File: src/rtl/clk_div_pkg.sv
// clk_div_pkg: shared types and constants
// for the clock-enable controller
package clk_div_pkg;

  typedef enum logic [1:0] {
    STOP,
    SETTLE,
    RUN,
    PEND
  } state_t;

  localparam int DIV_25MHZ        = 4;
  localparam int DIV_50MHZ        = 2;
  localparam int LOCK_PERIODS_DEF = 4;

endpackage

File: src/rtl/clk_div_core.sv
// clk_div_core: period counter with
// terminal-count, strobe and square-wave decode
module clk_div_core
  import clk_div_pkg::*;
#(
  parameter int CNT_W = 8
) (
  input  logic             clk,
  input  logic             rst_n,
  input  logic             run,
  input  logic             act,
  input  logic [CNT_W-1:0] div,
  output logic             tc,
  output logic             en_out,
  output logic             clk_out
);

  logic [CNT_W-1:0] cnt;
  logic [CNT_W-1:0] last;
  logic [CNT_W:0]   half;

  assign last    = div - 1'b1;
  assign half    = ({1'b0, div} + 1'b1) >> 1;
  assign tc      = act && (cnt == last);
  assign en_out  = tc;
  assign clk_out = act && ({1'b0, cnt} < half);

  // count while running; clear when idle or at the end of a period
  always_ff @(posedge clk or negedge rst_n) begin
    if (!rst_n) begin
      cnt <= '0;
    end else if (!run || cnt >= last) begin
      cnt <= '0;
    end else begin
      cnt <= cnt + 1'b1;
    end
  end

endmodule

File: src/rtl/clk_div_ctrl.sv
// clk_div_ctrl: divisor handshake, boundary-safe
// rate change and lock tracking around clk_div_core
module clk_div_ctrl
  import clk_div_pkg::*;
#(
  parameter int CNT_W        = 8,
  parameter int DEFAULT_DIV  = DIV_25MHZ,
  parameter int LOCK_PERIODS = LOCK_PERIODS_DEF
) (
  input  logic             clk_in,
  input  logic             rst,
  input  logic             enable,
  input  logic             cfg_valid,
  input  logic [CNT_W-1:0] cfg_div,
  output logic             cfg_ready,
  output logic             cfg_err,
  output logic             en_out,
  output logic             clk_out,
  output logic             locked,
  output logic [CNT_W-1:0] cur_div
);

  localparam logic [CNT_W-1:0] DIV_RST  = CNT_W'(DEFAULT_DIV);
  localparam logic [CNT_W-1:0] MIN_DIV  = CNT_W'(2);
  localparam logic [CNT_W-1:0] PER_LAST = CNT_W'(LOCK_PERIODS - 1);

  state_t           state, state_nx;
  logic [CNT_W-1:0] pend_div, pend_nx;
  logic [CNT_W-1:0] per_cnt, per_nx;
  logic [CNT_W-1:0] div_nx;
  logic             lock_nx, err_nx;
  logic             hs, bad, chg;
  logic             tc, act, run;

  // the counter only runs once the FSM has left STOP
  // and clears on the cycle it is sent back there
  assign act       = (state != STOP);
  assign run       = act && enable;
  assign cfg_ready = (state != PEND);
  assign hs        = cfg_valid && cfg_ready;
  assign bad       = (cfg_div < MIN_DIV);
  assign chg       = hs && !bad && (cfg_div != cur_div);

  clk_div_core #(
    .CNT_W (CNT_W)
  ) u_core (
    .clk     (clk_in),
    .rst_n   (rst),
    .run     (run),
    .act     (act),
    .div     (cur_div),
    .tc      (tc),
    .en_out  (en_out),
    .clk_out (clk_out)
  );

  // control state and divisor registers
  always_ff @(posedge clk_in or negedge rst) begin
    if (!rst) begin
      state    <= STOP;
      cur_div  <= DIV_RST;
      pend_div <= DIV_RST;
      per_cnt  <= '0;
      locked   <= 1'b0;
      cfg_err  <= 1'b0;
    end else begin
      state    <= state_nx;
      cur_div  <= div_nx;
      pend_div <= pend_nx;
      per_cnt  <= per_nx;
      locked   <= lock_nx;
      cfg_err  <= err_nx;
    end
  end

  // next state: stop overrides all, changes wait for a period end
  always_comb begin
    state_nx = state;
    div_nx   = cur_div;
    pend_nx  = pend_div;
    per_nx   = per_cnt;
    lock_nx  = locked;
    err_nx   = hs && bad;
    if (!enable) begin
      state_nx = STOP;
      per_nx   = '0;
      lock_nx  = 1'b0;
      if (state == PEND) begin
        div_nx = pend_div;
      end else if (chg) begin
        div_nx = cfg_div;
      end
    end else begin
      unique case (state)
        STOP: begin
          if (chg) div_nx = cfg_div;
          state_nx = SETTLE;
          per_nx   = '0;
          lock_nx  = 1'b0;
        end
        SETTLE: begin
          if (chg) begin
            pend_nx  = cfg_div;
            state_nx = PEND;
          end else if (tc) begin
            if (per_cnt >= PER_LAST) begin
              state_nx = RUN;
              lock_nx  = 1'b1;
            end else begin
              per_nx = per_cnt + 1'b1;
            end
          end
        end
        RUN: begin
          if (chg) begin
            pend_nx  = cfg_div;
            state_nx = PEND;
          end
        end
        PEND: begin
          if (tc) begin
            div_nx   = pend_div;
            state_nx = SETTLE;
            per_nx   = '0;
            lock_nx  = 1'b0;
          end
        end
        default: state_nx = STOP;
      endcase
    end
  end

endmodule

File: config.mk
export PLATFORM = sky130hd
export DESIGN_NAME = clk_div_ctrl
export DESIGN_NICKNAME = d
export VERILOG_FILES = /design/src/rtl/clk_div_pkg.sv /design/src/rtl/clk_div_core.sv /design/src/rtl/clk_div_ctrl.sv
export SDC_FILE = /design/constraint.sdc
export NUM_CORES = 1
export LEC_CHECK = 0
export ABC_AREA = 0
export CAP_MARGIN = 20
export CORE_AREA = 8 8 99 101
export DETAILED_ROUTE_END_ITERATION = 8
export DIE_AREA = 0 0 107 109
export PLACE_DENSITY = 0.6
export RECOVER_POWER = 50
export SLEW_MARGIN = 40
export SYNTH_ARGS = -nofsm -noshare
export SYNTH_HDL_FRONTEND = slang
export SYNTH_SLANG_ARGS = --single-unit
File: constraint.sdc
create_clock -name clk_in -period 2.6 [get_ports clk_in]
set_input_delay 0.52 -clock clk_in [delete_from_list [all_inputs] [get_ports clk_in]]
set_output_delay 0.52 -clock clk_in [all_outputs]
set_load 0.01 [all_outputs]
## Word-level counts from Yosys, hierarchy flattened

Index checks and enable logic that the tools add are counted.
Widths: inputs -> output; s select.

| cells by class | value |
|---|---|
| $add $sub $neg | 4 |
| multipliers | 0 |
| div/mod/pow operators | 0 |
| magnitude comparators | 4 |
| equal/unequal tests | 16 |
| shift operators | 0 |
| muxes and demuxes | 25 |
| bitwise gates (word level) | 0 |
| reduce and logical (&&, ||, !) cells | 18 |

Operator list:

| kind | count |
|---|---|
| $mux 8 | 10 |
| $pmux 8 s3 | 1 |
| $ne 3x3->1 const B | 6 |
| $add 8x1->8 const B | 2 |
| $pmux 8 s2 | 1 |
| $mux 2 | 6 |
| $reduce_and 5->1 | 2 |
| $add 8x1->9 const B | 1 |
| $eq 8x8->1 | 1 |
| $ge 8x2->1 const B | 1 |
| $ge 8x8->1 | 1 |
| $lt 8x2->1 const B | 1 |
| $lt 8x8->1 | 1 |
| $ne 4x4->1 const B | 2 |
| $ne 8x8->1 | 1 |
| $pmux 2 s4 | 1 |
| $sub 8x1->8 const B | 1 |
| $logic_and 1x1->1 | 7 |
| $mux 1 | 5 |
| $eq 2x2->1 const B | 2 |
| $ne 4x1->1 const B | 1 |
| $reduce_and 4->1 | 1 |
| $ne 3x1->1 const B | 1 |
| $pmux 1 s3 | 1 |
| other kinds (9) | 10 |

| word-level totals | value |
|---|---|
| bits in registers | 36 |
| latch bits | 0 |
| bits in writable memories | 0 |
| memory bits (read-only) | 0 |
| input port bits | 12 |
| output and inout bits | 13 |
| word-level logic and storage cells | 74 |
| memories kept | 0 |

## Logic depth before layout (Yosys ltp)

Gate-level depths: netlist (run 1).

| depth | value |
|---|---|
| depth after elaboration | 7 |
| depth in mapped cells | 13 |
| depth with buffers taken out | 12 |

## Cells and area by module

A second synthesis (run 1) with hierarchy kept.

| second synthesis, totals | value |
|---|---|
| cells, all modules | 234 |
| area, all modules | 2404.8 sq um |

Modules (own cells, without submodules):

| module | times used | cells each | area each (sq um) | sequential area each (sq um) |
|---|---|---|---|---|
| clk_div_ctrl | 1 | 124 | 1468.9 | 703.2 |
| clk_div_core | 1 | 110 | 935.9 | 200.2 |

## Worst setup path after synthesis (run 1)

No wires, ideal clock.

| path | value |
|---|---|
| path kind | reg2reg |
| from | reg cur_div[0] |
| to | reg cur_div[3] |
| setup time | 0.127 ns |
| data arrival time | 2.815 ns |
| required time | 2.473 ns |
| setup slack | -0.342 ns |
| cell stages (with the launch flop) | 14 |
| buffers on the path | 1 |
| clock period less this slack | 2.942 ns |
| cell sequence | dfrtp_1 -> inv_1 -> ha_1 -> nand2_1 -> or3_1 -> xor2_1 -> ha_1 -> nand2b_1 -> nor3_1 -> mux2i_1 -> o2bb2ai_4 -> buf_6 -> nand2_1 -> o21ai_1 |

| between the ends | value |
|---|---|
| word-level cells in the longest chain between the ends | 5 |
| elaborated cells on any way between the ends | 11 |
| those cells by class | 1 x add/sub; 3 x eq/ne; 4 x mux; 3 x reduce/logical |

RTL lines:

| item | RTL line | text |
|---|---|---|
| start, declared | clk_div_ctrl.sv:20 | `output logic [CNT_W-1:0] cur_div` |
| start signal, assigned | clk_div_ctrl.sv:68 | `cur_div <= div_nx;` |
| $sub 8x1->8 | clk_div_core.sv:22 | `assign last = div - 1'b1;` |
| $eq 8x8->1 | clk_div_core.sv:24 | `assign tc = act && (cnt == last);` |
| $logic_and 1x1->1 | clk_div_core.sv:24 |  |
| net en_out | clk_div_ctrl.sv:17 | `output logic en_out,` |
| $ne 3x3->1 (no line) | -- |  |
| $reduce_and 2->1 (no line) | -- |  |

The timed path passes the listed nets, and every way through them passes these cells.
A chain may end at the register's enable or synchronous reset.

## Worst setup path after layout (run 1)

| path | value |
|---|---|
| from | reg cur_div[2] |
| to | out clk_out |

| between the ends | value |
|---|---|
| word-level cells in the longest chain between the ends | 3 |

RTL lines:

| item | RTL line | text |
|---|---|---|
| $add 8x1->9 | clk_div_core.sv:23 | `assign half = ({1'b0, div} + 1'b1) >> 1;` |
| $lt 8x8->1 | clk_div_core.sv:26 | `assign clk_out = act && ({1'b0, cnt} < half);` |
| $logic_and 1x1->1 | clk_div_core.sv:26 |  |
| end, declared | clk_div_ctrl.sv:18 | `output logic clk_out,` |

No other way between the ends.

==> run metrics, run 1 <==
number of synthesized flops with an enable pin 0; Die Wd 107 µm; violated checks max-capacitance violations, max-slew violations, negative setup slack; Tightest Hold Check Type reg -> reg; R2R cell count 12; Max VDD drop 0.000360 V; I/O pin count 25; Setup Crit Path Kind reg -> out; Setup WS pre-CTS -430 ps; clk slew on worst S/H paths 80 ps; critical path startpoint category flop; sequential cell area 905 µm²; vias in the first global route 2049; worst slew pin tran 2010 ps; CORE AREA 8380 µm²; Max-slew headroom -33.7%; CP required 2080 ps; Cell Chain, Critical Path nand2_2 > nor3_4 > nand4_1 > xor2_1 > ha_1 > or4_4 > o311ai_2 > buf_2; CP max-delay cell dfstp_2; Setup-failing EPs final 7; final worst slack -278 ps; RD Place Congestion 0.744; DR vias 1904; Max Root-Sink Buffers 2; CTS Buf Count 5; Post-Route WL 5620 µm; period utilization 111%; Post-Synthesis Cell Area 2420 µm²; drt first-iter violations 82; Antenna diodes 0; Synth Instances 235; hold path depth 1; Crit Reg-Reg Endpoint per_cnt[0]$_DFFE_PN0P_; port bufs 24; total grt overflow 0; hold path startpoint per_cnt[6]$_DFFE_PN0P_; CP bufs+invs 1; PwrDens 1020 nW/µm²; Rows 34; CTS tree done; Worst Setup End Kind output port; leak pwr 1.44 nW; Die Area 11700 µm²; sequential area share after synthesis 37.4%; Worst path max stage delay 540 ps; DRC 0; Worst R2R Start cur_div[2]$_DFFE_PN1P_; drt wl/cell 13.8 µm; final total power 3.36 mW; area delta synth->final 36.3%; Syn Nets 270; Fillers 808; clock sinks 36; Async SR Flop Fraction 100%; crit-path max FO 2; drt first pass iters 3; ys flop type dfrtp_1; Fin. Hold Viols 0; largest net degree at the start of global routing 37; Yosys cell types 47; DRT antenna net count 0; initial antenna violation count 0; RSZ-0062 raised after global routing yes; first-pass GRT wire length 9690 µm; layout cells sized above 1 28.3%; status finished, violations left; Max Clock Skew 6.41 ps; maxcap violations 1; GRT Util Overall 10.4%; multi-input logic area 1590 µm²; H-tree depth 2; Die Ht 109 µm; Final #Nets 334; Slew Limit Fails 37; synthesized area per cell 10.3 µm²; Avg Vias per Cell 4.67; Register-to-Register Setup Slack -150 ps; Initial Utilization 28.9%; Worst Hold End per_cnt[6]$_DFFE_PN0P_; FF+latch count, synth 36; Peak Freq 0.347 GHz; DPL Wire Length 4320 µm; cell family with the largest share of critical-path delay simple AND/OR/NAND/NOR gates; Clk Latency, worst-skew pair 300 ps; fin crit period 2880 ps; Arr. time, crit path 2360 ps; root buffer cell clkbuf_8; Syn. warnings 0
state kept, by name (all words and copies together), names as in the netlist:
register / cells
cfg_err: 1
locked: 1
state: 2
pend_div: 8
u_core.cnt: 8
cur_div: 8
per_cnt: 8
worst reg2reg max path, cell delays in order (launching register included):
cell     delay, ps
dfstp_2        380
buf_4          160
nor2_2         140
nand3_2        110
nor4_2         170
xnor2_1        120
ha_1           300
nand4_1        190
buf_4          210
nor4_4         240
o22ai_2        140
nor2_4         120
mux2_1         340
layer usage:
metal / track usage [%] / share of wire, % / vias up
li1: - / - / 969
met1: 12.5 / 47 / 906
met2: 17.9 / 48 / 21
met3: 2.19 / 2.3 / 8
met4: 3.82 / 2.0 / 0
met5: 0 / 0 / -
repair_timing:
| action | in CTS | in global routing |
|---|---|---|
| hold buffers | 0 | 0 |
| pin swaps | 5 | 3 |
| endpoints found under the setup margin | 21 | 24 |
| resized for setup | 19 | 15 |
| cloned | 1 | 0 |
| setup buffers | 1 | 2 |
Yosys cell counts (all sizes together) (2+ instances only):
cell type	count	area share (%)
a211oi	3	1.4
a21o	4	1.2
a21oi	2	0.41
a31oi	2	0.52
a41oi	2	0.72
and2	2	0.52
and3	2	0.52
buf	8	2.0
dfrtp	34	35
dfstp	2	2.2
ha	23	12
inv	9	1.4
mux2	9	4.2
mux2i	11	4.6
nand2	19	2.9
nand2b	4	1.0
nand3	10	2.3
nand4	3	0.78
nor2	16	2.8
nor2b	5	1.3
nor3	4	0.83
nor4	7	3.2
o21a	2	0.62
o21ai	12	2.5
o22ai	2	0.52
or4	3	1.1
xnor2	8	2.9
xor2	18	6.5
area by class of cell:
cell class                 instances  share of cell area, %
multi-input combinational        182                   48.1
sequential                        36                   27.4
timing repair buffer              65                   16.4
tap                              108                   4.10
clock buffer                       6                   2.50
inverter                           9                   1.02
clock inverter                     2                  0.455
cell usage in the layout (no fill, tap or decap), drive strengths merged, types with 3 or more instances in the layout:
cell           instances
nor4                   7
or4                    3
nand3                 10
clkdlybuf4s50         21
xnor2                  8
nor3                   4
xor2                  18
nor2                  16
clkbuf                 7
a211oi                 3
a21o                   4
mux2                   9
o21ai                 12
ha                    23
nand2                 19
nor2b                  5
buf                   43
mux2i                 11
dfrtp                 34
nand4                  3
inv                    9
nand2b                 4
cells by family after synthesis:
family,count (synthesis),share of synthesized area (%)
xor+xnor,26,9.42
compound gates,35,11.2
mux,20,8.74
buf+inv,18,3.52
fa+ha+maj,23,11.9
simple gates,77,17.9
flops,36,37.4
metrics by stage:
| step | instance area (µm²) | cells | utilization, % | TNS (ps) | hold WS [ps] |
|---|---|---|---|---|---|
| 3_3_place_gp | 3060 | 397 | 36.5 | -3630 | 468 |
| 5_1_grt | 3300 | 408 | 39.3 | -4020 | 519 |
| 2_1_floorplan | 2440 | 235 | - | 0 | 224 |
| 6_report | 3300 | 408 | 39.3 | -1020 | 486 |
| 4_1_cts | 3230 | 407 | 38.5 | -1360 | 192 |
| 3_5_place_dp | 3060 | 397 | 36.5 | -3010 | 469 |
power by group:
part	switching, mW	total (mW)	internal, mW	leakage (nW)
logic	1.01	2.06	1.05	0.930
clock network	0.224	0.439	0.215	0.0434
registers	0.132	0.861	0.729	0.465
total	1.37	3.36	1.99	1.44
worst max-delay path by stage:
stage	startpoint	end	slack [ps]	depth (start not counted)
6_report	cur_div[2]$_DFFE_PN1P_	clk_out	-280	8
5_1_grt	cur_div[2]$_DFFE_PN1P_	clk_out	-400	8
4_1_cts	cur_div[2]$_DFFE_PN1P_	clk_out	-290	9
3_5_place_dp	cur_div[2]$_DFFE_PN1P_	clk_out	-430	8
3_3_place_gp	cur_div[2]$_DFFE_PN1P_	en_out	-430	9
2_1_floorplan	cur_div[0]$_DFFE_PN0P_	cur_div[3]$_DFFE_PN0P_	2	13
(Power assumes the default switching activity.)
==> inputs of run 2 (changes only) <==
--- a/config.mk
+++ b/config.mk
@@ -6,7 +6,7 @@
 export NUM_CORES = 1
 export LEC_CHECK = 0
 export ABC_AREA = 0
-export CAP_MARGIN = 20
+export ABC_CLOCK_PERIOD_IN_PS = 2600
 export CORE_AREA = 8 8 99 101
 export DETAILED_ROUTE_END_ITERATION = 8
 export DIE_AREA = 0 0 107 109
==> results of run 2 <==
The final DEF is identical to that of run 1; final timing and power are the same.
